==> src/rtl/nrzi_pkg.sv <==
// nrzi_pkg: shared NRZI framing definitions for the receive decoder and the
// encoder-side stuffing transmitter.
//   nrzi_state_t   : framer state (HUNT searching for sync, DATA assembling bytes)
//   SYNC_BYTE_DEF  : default frame-start byte, as assembled LSB-first
//   STUFF_LEN_DEF  : default run of decoded 1s after which a 0 is stuffed
package nrzi_pkg;
    typedef enum logic {HUNT, DATA} nrzi_state_t;
    localparam logic [7:0] SYNC_BYTE_DEF = 8'h80;
    localparam int         STUFF_LEN_DEF = 6;
endpackage

==> src/rtl/nrzi_bit_decode.sv <==
// nrzi_bit_decode: NRZI line-to-bit stage; holds the previous line level and
// reports the decoded bit for every accepted sample.
//   clk, reset  : clock, synchronous active-high reset
//   line_valid  : line_in carries a new sample
//   line_in     : NRZI line level
//   eop         : end of packet; wins over line_valid and returns to idle high
//   dec         : decoded bit (1 = no transition, 0 = transition)
//   dec_valid   : dec is meaningful this cycle
module nrzi_bit_decode (
    input  logic clk,
    input  logic reset,
    input  logic line_valid,
    input  logic line_in,
    input  logic eop,
    output logic dec,
    output logic dec_valid
);
    logic prev_line;

    assign dec       = ~(line_in ^ prev_line);
    assign dec_valid = line_valid & ~eop;

    always_ff @(posedge clk) begin
        if (reset || eop)
            prev_line <= 1'b1;
        else if (line_valid)
            prev_line <= line_in;
    end
endmodule

==> src/rtl/nrzi_rx_decoder.sv <==
// nrzi_rx_decoder: NRZI receive framer; hunts for the sync byte, removes
// stuffed zeros and assembles LSB-first bytes, flagging stuffing and alignment
// errors.
//   clk, reset    : clock, synchronous active-high reset
//   line_valid    : line_in carries a new sample
//   line_in       : NRZI line level
//   eop           : end-of-packet strobe (priority over line_valid)
//   byte_valid    : one-cycle pulse, byte_data holds a new byte
//   byte_data     : last completed byte
//   frame_active  : high while in DATA
//   frame_done    : one-cycle pulse on eop accepted in DATA
//   stuff_err     : one-cycle pulse on a 1 where a stuffed 0 was due
//   align_err     : one-cycle pulse when eop ends a partial byte
module nrzi_rx_decoder
    import nrzi_pkg::*;
#(
    parameter int         STUFF_LEN = STUFF_LEN_DEF,
    parameter logic [7:0] SYNC_BYTE = SYNC_BYTE_DEF
) (
    input  logic       clk,
    input  logic       reset,
    input  logic       line_valid,
    input  logic       line_in,
    input  logic       eop,
    output logic       byte_valid,
    output logic [7:0] byte_data,
    output logic       frame_active,
    output logic       frame_done,
    output logic       stuff_err,
    output logic       align_err
);
    nrzi_state_t state;
    logic [7:0]  hunt, data_sr, hunt_nxt, sr_nxt;
    logic [2:0]  bit_cnt;
    logic [3:0]  ones_cnt;
    logic        dec, dec_valid, stuff_due;

    nrzi_bit_decode u_bit (
        .clk       (clk),
        .reset     (reset),
        .line_valid(line_valid),
        .line_in   (line_in),
        .eop       (eop),
        .dec       (dec),
        .dec_valid (dec_valid)
    );

    always_comb begin
        hunt_nxt  = {dec, hunt[7:1]};
        sr_nxt    = {dec, data_sr[7:1]};
        stuff_due = ones_cnt == 4'(STUFF_LEN);
    end

    always_ff @(posedge clk) begin
        if (reset) begin
            state        <= HUNT;
            hunt         <= '0;
            data_sr      <= '0;
            bit_cnt      <= '0;
            ones_cnt     <= '0;
            byte_valid   <= 1'b0;
            byte_data    <= '0;
            frame_active <= 1'b0;
            frame_done   <= 1'b0;
            stuff_err    <= 1'b0;
            align_err    <= 1'b0;
        end else begin
            byte_valid <= 1'b0;
            frame_done <= 1'b0;
            stuff_err  <= 1'b0;
            align_err  <= 1'b0;
            if (eop) begin
                // A missing stuff bit at eop is tolerated: only partial bytes count.
                if (state == DATA) begin
                    frame_done   <= 1'b1;
                    align_err    <= bit_cnt != 3'd0;
                    state        <= HUNT;
                    frame_active <= 1'b0;
                    hunt         <= '0;
                end
            end else if (dec_valid) begin
                if (state == HUNT) begin
                    hunt <= hunt_nxt;
                    if (hunt_nxt == SYNC_BYTE) begin
                        state        <= DATA;
                        frame_active <= 1'b1;
                        ones_cnt     <= '0;
                        bit_cnt      <= '0;
                        data_sr      <= '0;
                    end
                end else if (stuff_due) begin
                    ones_cnt <= '0;
                    if (dec) begin
                        stuff_err    <= 1'b1;
                        state        <= HUNT;
                        frame_active <= 1'b0;
                        hunt         <= '0;
                        bit_cnt      <= '0;
                        data_sr      <= '0;
                    end
                end else begin
                    data_sr  <= sr_nxt;
                    bit_cnt  <= bit_cnt + 3'd1;
                    ones_cnt <= dec ? ones_cnt + 4'd1 : 4'd0;
                    if (bit_cnt == 3'd7) begin
                        byte_data  <= sr_nxt;
                        byte_valid <= 1'b1;
                    end
                end
            end
        end
    end
endmodule

==> config.mk <==
export PLATFORM = sky130hd
export DESIGN_NAME = nrzi_rx_decoder
export DESIGN_NICKNAME = d
export VERILOG_FILES = /design/src/rtl/nrzi_pkg.sv /design/src/rtl/nrzi_bit_decode.sv /design/src/rtl/nrzi_rx_decoder.sv
export SDC_FILE = /design/constraint.sdc
export NUM_CORES = 1
export LEC_CHECK = 0
export CAP_MARGIN = 20
export CORE_MARGIN = 2
export CORE_UTILIZATION = 40
export CTS_BUF_LIST = sky130_fd_sc_hd__clkbuf_8
export DETAILED_ROUTE_END_ITERATION = 8
export MAX_ROUTING_LAYER = met4
export SLEW_MARGIN = 10
export SYNTH_ARGS = -nofsm -noshare
export SYNTH_HDL_FRONTEND = slang
export SYNTH_SLANG_ARGS = --single-unit
==> constraint.sdc <==
create_clock -name clk -period 2.8 [get_ports clk]
set_input_delay 0.84 -clock clk [delete_from_list [all_inputs] [get_ports clk]]
set_output_delay 0.84 -clock clk [all_outputs]
set_load 0.01 [all_outputs]
==> impl_metrics.ini <==
[timing]
hold_violations = 0
fin_crit_ns = 2.31
grt_setup_unrepaired = no
setup_viol = 0
slew_headroom = 0.661
post-route-period-util = 0.825
timing.fmax_mhz = 433
hold_ws_ns = 0.483
tightest_slew_ns = 0.508
tns_ns = 0
skew_ns = 0.00847
slew_violations = 0

[run_status]
status = finished clean

[clock_tree]
clkLatencyLatePin_ns = 0.30
post_cts_buffers = 0
cts_sinks = 36
htreeDepth = 2
cts_hold_buf = 0
cts_made_buffers = 5
cts_resized = 0
cts_root_buf = clkbuf_8
clockBufferDepth = 2
cts_tree = done
path_clk_slew_ns = 0.08

[floorplan]
dieArea_sq_mm = 0.00440
dieWidth_um = 66.4
start_util = 0.422
io_pins = 18
rows = 22
core_area_sq_mm = 0.00369
die_y_um = 66.4

[layout]
finalNetCount = 191
fin_cells = 230
n_fill_cell = 368
diodes = 0
syn_to_final_growth_pct = 23.3
stdcell_area_sq_mm = 0.00192
drive_above_1_share = 0.110

[synth]
ys_warn_count = 0
seq_area_frac_synth = 0.463
postSynthCellCount = 156
synth_area_per_cell_sq_um = 9.97
synth_ff_type = dfxtp_1
synthArstFlopShare = 0
synth-edff-count = 0
synth_area_sq_mm = 0.00156
syn-num-nets = 166
synth.distinct_cells = 43
ys_ff_latch = 36

[critical_path]
crit_type = input pin to register
cp.arrival_ns = 2.53
cp_cell_sequence = clkdlybuf4s50_1 -> nand2_1 -> or4b_4 -> or3_1 -> o221ai_1
cp.depth = 5
rr_worst_depth = 6
cp_top_family = simple AND/OR/NAND/NOR gates
critPathBufInv = 1
critPathMaxFanout = 7
critPathMaxStageDelay_ns = 0.61
startpoint_type = input pin
cp-end-kind = register
required_ns = 3.02
cp_slowest_cell = clkdlybuf4s50_1

[route]
routed_wl_um = 3020
dr.pass1.iters = 4
dr.first_iter.drc_count = 88
wl_met1_um = 1400
vias = 1187
vias_per_cell = 5.16
route.met2.wl_um = 1450
route.met3.wl_um = 108
routedWlPerCell_um = 13.1
route.detailed.drc = 0
antenna_left = 0
top_layer_used = met4

[power_and_ir_drop]
leakagePower_nw = 0.690
ir_worst_vdd_v = 0.000401
power_mw = 1.06
p_per_area_mw_per_mm2 = 551

[global_routing]
grt_overflow = 0
grt_max_degree = 28
track_usage = 0.160
antenna_found_initial = 0
first_global_vias = 1101
grt_first_pass_wirelength_um = 5000

[placement]
dpl_cell_area_sq_mm = 0.00180
dp_hpwl_um = 2140
globalplace.congestion = 0.871
dp_cells = 222
io_buffers = 17

[job]
drv_cap = 0

[worst_hold_path]
min_path_type = register to register
hold_depth = 2
cells in the mapped netlist, types with 2 or more instances:
master     n  share of area
dfxtp_1   36           0.46
mux2i_1   18           0.12
nand2_1   15          0.036
nand2b_1  11          0.044
nor2_1    11          0.027
inv_1      7          0.017
a22o_1     6          0.034
ha_1       5          0.040
nand3b_1   3          0.014
and2_1     2         0.0080
and3_1     2         0.0080
buf_2      2         0.0064
clkbuf_1   2         0.0048
nand3_1    2         0.0064
nor2b_1    2         0.0080
nor3_1     2         0.0064
nor4_1     2         0.0080
o21ai_0    2         0.0064
o221ai_1   2          0.011
placed cells by master (no fill, tap or decap), types with 3 or more instances in the layout:
cell type,netlist,routed
nand3b_1,3,3
mux2i_1,18,18
nand2_1,15,15
buf_4,0,6
dfxtp_1,36,36
nand2b_1,11,11
nor2_1,11,11
a22o_1,6,6
clkdlybuf4s50_1,0,17
ha_1,5,5
inv_1,7,7
clkbuf_8,0,5
flip-flops by register name, summed over array words and instances, names as in the netlist:
name,count
align_err,1
bit_cnt,3
byte_data,8
byte_valid,1
data_sr,7
frame_active,1
frame_done,1
hunt,7
ones_cnt,4
state,1
stuff_err,1
u_bit.prev_line,1
per-stage QoR:
| step | setup slack (ns) | utilization |
|---|---|---|
| 6_report | 0.491 | 0.520 |
| 5_1_grt | 0.317 | 0.520 |
| 4_1_cts | 0.484 | 0.520 |
| 3_5_place_dp | 0.162 | 0.488 |
| 3_3_place_gp | 0.207 | 0.488 |
| 2_1_floorplan | 0.732 | - |
report_power, final:
part / total [mW] / switching (mW) / internal, mW / leakage [nW]
clock network: 0.470 / 0.202 / 0.268 / 0.0548
registers: 0.521 / 0.00438 / 0.516 / 0.290
logic: 0.0657 / 0.0360 / 0.0297 / 0.345
total: 1.06 / 0.242 / 0.814 / 0.690
final timing paths:
kind                 endpoint   startpoint  slack, ns
setup / recovery  ones_cnt[3]   line_valid       0.49
hold / removal      align_err   bit_cnt[2]       0.48
setup reg to reg  ones_cnt[3]  ones_cnt[0]       0.97
hold reg to reg     align_err   bit_cnt[2]       0.48
layer usage:
layer,track usage,vias up
met5,-,-
met4,0.0765,0
met3,0.0528,6
met2,0.254,20
met1,0.181,561
li1,-,600
logic make-up (layout without fill, tap and decap cells):
group	Yosys count	in the layout	share of synthesized area
multiplexers	18	18	0.116
AO/OA/AOI/OAI	21	21	0.109
flip-flops	36	36	0.463
AND/OR/NAND/NOR	62	62	0.224
buffers and inverters	12	38	0.0354
XOR/XNOR	2	2	0.0113
adder cells (fa/ha/maj)	5	5	0.0402
worst register-to-register path, cell delays in order, from the launching register on:
cell and delay (ns):
dfxtp_1 0.36, inv_1 0.08, ha_1 0.21, and3b_4 0.20, or4b_4 0.49, or3_1 0.35
o221ai_1 0.07
layout make-up:
cell class / instances / area (sq um) / share of cell area
Clock buffer: 5 / 68.8 / 0.0359
Tap cell: 48 / 60.1 / 0.0313
Multi-Input combinational cell: 108 / 779 / 0.407
Sequential cell: 36 / 721 / 0.376
Timing Repair Buffer: 23 / 215 / 0.112
Clock inverter: 3 / 46.3 / 0.0242
Inverter: 7 / 26.3 / 0.0137
(Power assumes the default switching activity.)
